## config.mk

```make
export PLATFORM = sky130hd
export DESIGN_NAME = shifter_pipe
export DESIGN_NICKNAME = d
export VERILOG_FILES = /design/src/rtl/shifter_pipe.sv
export SDC_FILE = /design/constraint.sdc
export NUM_CORES = 1
export LEC_CHECK = 0
export ABC_AREA = 1
export CORE_MARGIN = 8
export CORE_UTILIZATION = 58
export CTS_CLUSTER_DIAMETER = 200
export DETAILED_ROUTE_END_ITERATION = 12
export PLACE_DENSITY = 0.88
export SLEW_MARGIN = 15
export SYNTH_ARGS = -nofsm -noshare
export SYNTH_HDL_FRONTEND = slang
export SYNTH_SLANG_ARGS = --single-unit
```

## constraint.sdc

```tcl
create_clock -name clk -period 4.3 [get_ports clk]
set_input_delay 0.43 -clock clk [delete_from_list [all_inputs] [get_ports clk]]
set_output_delay 0.43 -clock clk [all_outputs]
set_load 0.05 [all_outputs]
```

## src/rtl/shifter_pipe.sv

```systemverilog
// Pipelined barrel shifter for the execute stage: SLL, SRL, SRA and
// (optionally) ROR, with valid/ready handshakes on both sides.
// Optional feature macro: SHIFTER_ROTATE_EN (op 2'b11 = rotate right).
// When it is undefined, op 2'b11 is still accepted but returns zero,
// and no rotate wiring is built.
//
// Left shifts are done by bit-reversing the operand, shifting right and
// reversing back, so every layer is a right-shift mux. The log2(XLEN)
// layers are spread across STAGES register stages. Each stage holds
// valid, op, partial data, shift amount and tag. Bubbles collapse:
// a stage takes new content whenever it is empty or its current
// content moves on in the same cycle.
module shifter_pipe #(
    parameter int XLEN   = 32,
    parameter int STAGES = 2,
    parameter int TAG_W  = 5
) (
    input  logic                     clk,
    input  logic                     rst,
    input  logic                     flush,
    input  logic                     in_valid,
    output logic                     in_ready,
    input  logic [1:0]               in_op,
    input  logic [XLEN-1:0]          in_a,
    input  logic [$clog2(XLEN)-1:0]  in_shamt,
    input  logic [TAG_W-1:0]         in_tag,
    output logic                     out_valid,
    input  logic                     out_ready,
    output logic [XLEN-1:0]          out_h,
    output logic [TAG_W-1:0]         out_tag
);

    localparam int SHW = $clog2(XLEN);

    localparam logic [1:0] OP_SLL = 2'b00;
    localparam logic [1:0] OP_SRA = 2'b10;
    localparam logic [1:0] OP_ROR = 2'b11;

    // First layer owned by stage s: ceil(SHW*s/STAGES)
    function automatic int layer_lo(input int s);
        return (SHW * s + STAGES - 1) / STAGES;
    endfunction

    function automatic logic [XLEN-1:0] bit_rev(input logic [XLEN-1:0] v);
        logic [XLEN-1:0] r;
        for (int i = 0; i < XLEN; i++) begin
            r[i] = v[XLEN-1-i];
        end
        return r;
    endfunction

    // Per-stage state
    logic [STAGES-1:0] valid_reg;
    logic [STAGES-1:0] valid_next;
    logic [STAGES-1:0] load_vec;
    logic [STAGES-1:0] leave_vec;

    logic [XLEN-1:0]   data_reg  [STAGES];
    logic [1:0]        op_reg    [STAGES];
    logic [SHW-1:0]    shamt_reg [STAGES];
    logic [TAG_W-1:0]  tag_reg   [STAGES];

    // Values each stage would capture if it loads this cycle
    logic [XLEN-1:0]   data_next  [STAGES];
    logic [1:0]        op_next    [STAGES];
    logic [SHW-1:0]    shamt_next [STAGES];
    logic [TAG_W-1:0]  tag_next   [STAGES];

    // Advance logic: walk from the output back so each stage knows whether
    // its successor frees up a slot this cycle.
    always_comb begin
        load_vec  = '0;
        leave_vec = '0;
        leave_vec[STAGES-1] = valid_reg[STAGES-1] & out_ready;
        for (int s = STAGES - 1; s >= 1; s--) begin
            load_vec[s]    = valid_reg[s-1] & (~valid_reg[s] | leave_vec[s]);
            leave_vec[s-1] = load_vec[s];
        end
        in_ready    = ~flush & (~valid_reg[0] | leave_vec[0]);
        load_vec[0] = in_valid & in_ready;
        valid_next  = load_vec | (valid_reg & ~leave_vec);
    end

    for (genvar gi = 0; gi < STAGES; gi++) begin : gen_stage
        localparam int LO = layer_lo(gi);
        localparam int HI = layer_lo(gi + 1);

        logic [XLEN-1:0]  src_data;
        logic [1:0]       src_op;
        logic [SHW-1:0]   src_shamt;
        logic [TAG_W-1:0] src_tag;
        logic [XLEN-1:0]  shifted;
        logic [XLEN-1:0]  res;

        if (gi == 0) begin : gen_src_in
            // Left shifts enter bit-reversed so the layers only shift right
            assign src_data  = (in_op == OP_SLL) ? bit_rev(in_a) : in_a;
            assign src_op    = in_op;
            assign src_shamt = in_shamt;
            assign src_tag   = in_tag;
        end else begin : gen_src_prev
            assign src_data  = data_reg[gi-1];
            assign src_op    = op_reg[gi-1];
            assign src_shamt = shamt_reg[gi-1];
            assign src_tag   = tag_reg[gi-1];
        end

        // Right-shift mux layers LO..HI-1; layer j shifts by 2^(SHW-1-j).
        // For SRA the MSB stays the sign at every layer, so it is the fill.
        always_comb begin
            logic [XLEN-1:0] cur;
            logic [XLEN-1:0] nxt;
            logic [SHW-1:0]  src_idx;
            logic            fill;
            int              amt;
            cur = src_data;
            for (int j = LO; j < HI; j++) begin
                amt  = 1 << (SHW - 1 - j);
                fill = (src_op == OP_SRA) & cur[XLEN-1];
                nxt  = cur;
                for (int i = 0; i < XLEN; i++) begin
                    src_idx = SHW'(i + amt);
                    if (i + amt < XLEN) begin
                        nxt[i] = cur[src_idx];
`ifdef SHIFTER_ROTATE_EN
                    end else if (src_op == OP_ROR) begin
                        nxt[i] = cur[src_idx];
`endif
                    end else begin
                        nxt[i] = fill;
                    end
                end
                if (src_shamt[SHW-1-j]) begin
                    cur = nxt;
                end
            end
            shifted = cur;
        end

        if (gi == STAGES - 1) begin : gen_post
            // Last stage undoes the left-shift reversal; without the rotate
            // build an op 11 result is forced to zero.
            always_comb begin
                res = shifted;
                if (src_op == OP_SLL) begin
                    res = bit_rev(shifted);
                end
`ifndef SHIFTER_ROTATE_EN
                if (src_op == OP_ROR) begin
                    res = '0;
                end
`endif
            end
        end else begin : gen_mid
            assign res = shifted;
        end

        assign data_next[gi]  = res;
        assign op_next[gi]    = src_op;
        assign shamt_next[gi] = src_shamt;
        assign tag_next[gi]   = src_tag;
    end

    // Valid bits: reset wins over flush, flush wins over any advance
    always_ff @(posedge clk) begin
        if (rst) begin
            valid_reg <= '0;
        end else if (flush) begin
            valid_reg <= '0;
        end else begin
            valid_reg <= valid_next;
        end
    end

    // Payload registers load only when their stage advances; the output
    // stage payload is also cleared by reset so out_h/out_tag read zero.
    always_ff @(posedge clk) begin
        for (int s = 0; s < STAGES; s++) begin
            if (load_vec[s]) begin
                data_reg[s]  <= data_next[s];
                op_reg[s]    <= op_next[s];
                shamt_reg[s] <= shamt_next[s];
                tag_reg[s]   <= tag_next[s];
            end
        end
        if (rst) begin
            data_reg[STAGES-1] <= '0;
            tag_reg[STAGES-1]  <= '0;
        end
    end

    assign out_valid = valid_reg[STAGES-1];
    assign out_h     = data_reg[STAGES-1];
    assign out_tag   = tag_reg[STAGES-1];

endmodule

```

## Word level (Yosys, flattened, before mapping)

Memory sizes are Yosys's and may differ from the RTL's.
Index checks and enable logic that the tools add are counted.

- Multiplexer cells: 16
- Reduce and logical (&&, ||, !) cells: 3
- Eq/ne operators: 3
- Bitwise logic cells: 19

Operators with widths:

| cell | number |
|---|---|
| 32-bit two-way mux | 9 |
| 1-bit bitwise AND | 9 |
| 2-bit equality test, second input constant | 3 |
| 1-bit two-way mux | 6 |
| 5-bit two-way mux | 1 |
| 2-bit logical NOT | 2 |
| 1-bit OR | 4 |
| 1-bit NOT | 3 |
| 2-bit bitwise AND | 1 |
| 2-bit NOT | 1 |
| 2-bit OR | 1 |
| 2-bit OR reduction | 1 |

- RAM bits: 88
- Bits of input ports: 49
- Register bits: 2
- Memories kept: 4

Memory list:

| name | depth | bits a word | rd ports | clocked after memory_dff | write ports | RTL line | RTL |
|---|---|---|---|---|---|---|---|
| data_reg | 2 | 32 | 2 | 0 | 2 | 58 | `logic [XLEN-1:0] data_reg [STAGES];` |
| shamt_reg | 2 | 5 | 1 | 0 | 2 | 60 | `logic [SHW-1:0] shamt_reg [STAGES];` |
| tag_reg | 2 | 5 | 2 | 0 | 2 | 61 | `logic [TAG_W-1:0] tag_reg [STAGES];` |
| op_reg | 2 | 2 | 1 | 0 | 2 | 59 | `logic [1:0] op_reg [STAGES];` |

## Longest topological paths before layout

- Depth in word-level cells: 8
- Mapped depth: 10
- Mapped depth without buffers: 9

## Worst setup path before layout

Ideal clock, no wire load.

- Kind: reg2reg
- Start point: register valid_reg[1]
- End point: memory data_reg[0][0], enable pin
- Setup time: 0.440 ns
- Required time: 3.860 ns
- Cell stages (with the launch flop): 6
- Path buffers: 0
- Setup slack: 1.334 ns
- Clock period less this slack: 2.966 ns
- Arrival: 2.526 ns
- Cell sequence: dfxtp_1 nand2_1 nor2_1 inv_1 nand2_1 nor2_1

RTL lines:

| what | RTL line | RTL |
|---|---|---|
| from (decl) | 53 | `logic [STAGES-1:0] valid_reg;` |
| from (signal assigned) | 171 | `valid_reg <= valid_next;` |
| to (decl) | 58 |  |

==> summary by stage <==
Run status
The run finished with clean final reports.

Power and ir drop
The clock share of power is 32.9%. The internal power contribution is around 1.4 mW. Sequential cells burn 45.1% of the power.

The worst-case IR drop observed on VDD is about 0.18 mV. The switching power share of the total is 29.26%. For this design the ratio of total power to cell area is 309.3 mW/mm^2. In this run the static leakage power is 2.689 nW.

The power consumption is 1.918 mW. The net switching component of the power is 0.5612 mW. The part of the total power dissipated in combinational logic is 22.0%.

STA
For the pin with the worst max-slew slack, the measured transition is 1.116 ns. The setup violation total in the final timing report is 0. Setup slack closes at ~1.5 ns. The total negative slack is 0 ns.

The headroom to the max-slew limit is 25.39%. Setup repair after global routing left no endpoint under its margin. After layout, the minimum clock period comes to 2.811 ns. The number of endpoints with negative hold slack in the final report is 0.

The max-slew violation count was 0. Timing would allow up to 0.3557 GHz. After layout, the worst path uses 65.38% of the clock period. Hold is met by 0.4658 ns. The worst-case clock skew is 0.01248 ns.

Logic synthesis
The warning count from the yosys run is 0. Counting every net in the synthesized netlist gives about 830. The synthesized design spends more area on one cell type than any other, namely sky130_fd_sc_hd__edfxtp_1. Synthesis instantiated 19 different standard cells from the library. The post-synthesis register bit count is 80. Synthesis produced a netlist whose cell count is just under 800. Of the post-synthesis cell area, the dominant cell type holds about a quarter. In this run the cell area of the synthesized design comes to 0.005157 mm^2. The post-synthesis sequential area ratio is slightly below 40%. After synthesis, the cell types taking the most area are sky130_fd_sc_hd__edfxtp_1, sky130_fd_sc_hd__nand2_1, sky130_fd_sc_hd__nand3_1, sky130_fd_sc_hd__dfxtp_1, sky130_fd_sc_hd__o211ai_1. After synthesis, the mean cell area works out to 6.587 um^2.

GRT
The via count of the first global-routing pass is 4986. The first global-routing pass estimated 23950 um of wire. The global route total overflow is 0.

Global routing consumed, over all layers together, approximately 25% of the routing resources. The initial antenna violation count was 0. The pin count of the biggest net entering global routing is 42.

Final layout
The finished cells cover 0.006201 mm^2. Relative to the synthesized area, the layout overhead comes to 20.23%. Cells fill 71.45% of the core in the end. In the final layout, the share of cells above drive strength 1 is under 10%. After the last flow step, the layout net total stands at 882. The antenna diode count is 0.

After the flow finishes, the layout carries non-filler instances totaling 946. The number of flip-flops in the largest register is 64.

Worst setup path
The master of the slowest instance on the critical path is sky130_fd_sc_hd__clkdlybuf4s50_1. The start-to-end type of the worst setup path is input port to register. In this run the worst path has a maximum fanout of 32. The endpoint type of the worst setup path is a register. Traced cell by cell, the critical path runs through clkdlybuf4s50_1 -> inv_1 -> o211ai_1 -> nand2_1 -> nand2_1 -> nand2_1 -> nand2_1 -> nand2_1. Data on the critical path is required at its endpoint by around 4.4 ns. The signal arrival time at the worst endpoint is 2.91 ns. The type of element launching the critical path is an input port. The number of buffer and inverter instances along the worst setup path is 2. In this run the register-to-register setup slack is 2.23 ns. The family with the most delay on the worst path is buffers and inverters. In this design, the critical path's most frequently occurring cell is sky130_fd_sc_hd__nand2_1. The maximum single-stage delay on the critical path is between 0.9 and 1 ns.

Placed design
Counting tap cells, the placed design contains a total of 930 instances. The count of input and output buffers is slightly below 90. The HPWL after detailed placement is 10930 um.

The final weighted congestion in routability-driven placement is about 0.89. After detailed placement, the total cell area comes to 0.005972 mm^2. The worst setup timing slack at the placement stage is 1.182 ns.

Detailed routing
The via total after detailed routing is 5459. In this run, the number of DRC markers left after iteration 0 of detailed routing was 425. The number of vias per cell is 5.771.

The number of optimization iterations in the first detailed-route pass is 7. Dividing the detail-routed wire length by the instance count gives between 15 and 20 um. The total DRC errors in the routed layout is 0.

The number of nets still failing antenna checks after routing is 0. The total wirelength of the detailed-routed design is 14670 um.

Hold path
The kind of path behind the tightest hold check is register to register.

Job
The max capacitance violation total is 0.

Clocking
At the later pin of the worst-skew pair, clock insertion delay measures 0.35 ns. The clock tree from TritonCTS is done. In this run the deepest clock path goes through 2 buffers. The H-tree depth is 3. The total number of clock tree sinks is 80.

The number of gates resized after CTS was 0. In this run the post-CTS setup repair buffer count came out at 0. The post-cts hold buffer count is 0. The total CTS buffers is 9. In this run the clock root is driven by a sky130_fd_sc_hd__clkbuf_8. The clock transition time at the flip-flop clock pins of the worst setup and hold paths is ~0.080 ns.

Floorplanning
For this configuration, the core starts out at a cell density of roughly three fifths. The core region is about 0.0087 mm^2. The floorplan step defined a die boundary enclosing about 0.012 mm^2. For this design the top-level I/O count stands at between 80 and 90. The die extent in x is between 100 and 150 um. The row count is 34. The vertical die dimension is 110.3 um.
Yosys cell counts:
master	count
sky130_fd_sc_hd__clkbuf_1	21
sky130_fd_sc_hd__nand4_1	1
sky130_fd_sc_hd__nor2_4	1
sky130_fd_sc_hd__o21ai_0	7
sky130_fd_sc_hd__buf_2	24
sky130_fd_sc_hd__nor2_1	15
sky130_fd_sc_hd__nand3_2	1
sky130_fd_sc_hd__nand3_1	185
sky130_fd_sc_hd__inv_2	3
sky130_fd_sc_hd__buf_1	8
sky130_fd_sc_hd__buf_6	2
sky130_fd_sc_hd__dfxtp_1	39
sky130_fd_sc_hd__o211ai_1	40
sky130_fd_sc_hd__nand2_1	308
sky130_fd_sc_hd__inv_1	45
sky130_fd_sc_hd__edfxtp_1	41
sky130_fd_sc_hd__nand2_2	2
sky130_fd_sc_hd__o21ai_1	1
sky130_fd_sc_hd__a21oi_1	39
cells in the final DEF, fill, tap and decap left out:
| cell | count |
|---|---|
| sky130_fd_sc_hd__nand2_1 | 308 |
| sky130_fd_sc_hd__nand3_1 | 185 |
| sky130_fd_sc_hd__clkdlybuf4s50_1 | 87 |
| sky130_fd_sc_hd__inv_1 | 45 |
| sky130_fd_sc_hd__edfxtp_1 | 41 |
| sky130_fd_sc_hd__o211ai_1 | 40 |
| sky130_fd_sc_hd__a21oi_1 | 39 |
| sky130_fd_sc_hd__dfxtp_1 | 39 |
| sky130_fd_sc_hd__nor2_1 | 14 |
| sky130_fd_sc_hd__clkbuf_8 | 9 |
| sky130_fd_sc_hd__o21ai_0 | 7 |
| sky130_fd_sc_hd__buf_4 | 7 |
| sky130_fd_sc_hd__inv_2 | 3 |
| sky130_fd_sc_hd__nor2_4 | 2 |
| sky130_fd_sc_hd__nand2_2 | 2 |
| sky130_fd_sc_hd__clkinv_2 | 2 |
| sky130_fd_sc_hd__bufinv_16 | 2 |
| sky130_fd_sc_hd__nand3_2 | 1 |
| sky130_fd_sc_hd__nand4_1 | 1 |
| sky130_fd_sc_hd__o21ai_1 | 1 |
| sky130_fd_sc_hd__clkbuf_16 | 1 |
| sky130_fd_sc_hd__inv_4 | 1 |
| sky130_fd_sc_hd__clkbuf_1 | 1 |
routing by layer:
metal / vias to the layer above / routed length [um] / GRT usage (%)
met5: - / 0 / 0
met4: 0 / 419 / 9.039
met3: 27 / 933 / 4.419
li1: 2725 / - / -
met2: 213 / 7406 / 44.38
met1: 2494 / 5910 / 28.33
path summary, 6_finish.rpt:
path	from	to	depth (start not counted)
setup / recovery	in_shamt[4]	data_reg[0][30]	8
setup reg to reg	shamt_reg[0][0]	data_reg[1][2]	7
hold / removal	data_reg[1][19]	data_reg[1][19]	2
hold reg to reg	data_reg[1][19]	data_reg[1][19]	2
cell families (layout without fill, tap and decap cells):
family | after synthesis | after routing | share of synthesized area, %
DFF | 80 | 80 | 39.01
and+or+nand+nor | 513 | 513 | 42.24
buffers and inverters | 103 | 158 | 8.370
AOI/OAI and AO/OA | 87 | 87 | 10.38
worst min-delay path: cells and delay by family (launching register included):
kind	cells	cell delay, ns
simple gates	1	0.06
compound gates	1	0.05
flops	1	0.32
power by group through the flow:
| stage | clock network [mW] | registers [mW] | logic, mW |
|---|---|---|---|
| finish | 0.631 | 0.866 | 0.421 |
| global placement | 0 | 0.882 | 0.407 |
| CTS | 0.629 | 0.866 | 0.418 |
| global route | 0.661 | 0.870 | 0.466 |
| floorplan | 0 | 0.920 | 0.246 |
| detailed placement | 0 | 0.883 | 0.415 |
cell type report:
class	instances	area [um^2]
clock buffer	11	152.6
clock inverter	5	76.32
fill	700	2477
inverter	48	180.2
multi-input combinational	600	2721
sequential	80	2012
tap	108	135.1
timing repair buffer	94	923.4
Note: power is estimated with default switching activity, not from simulation.
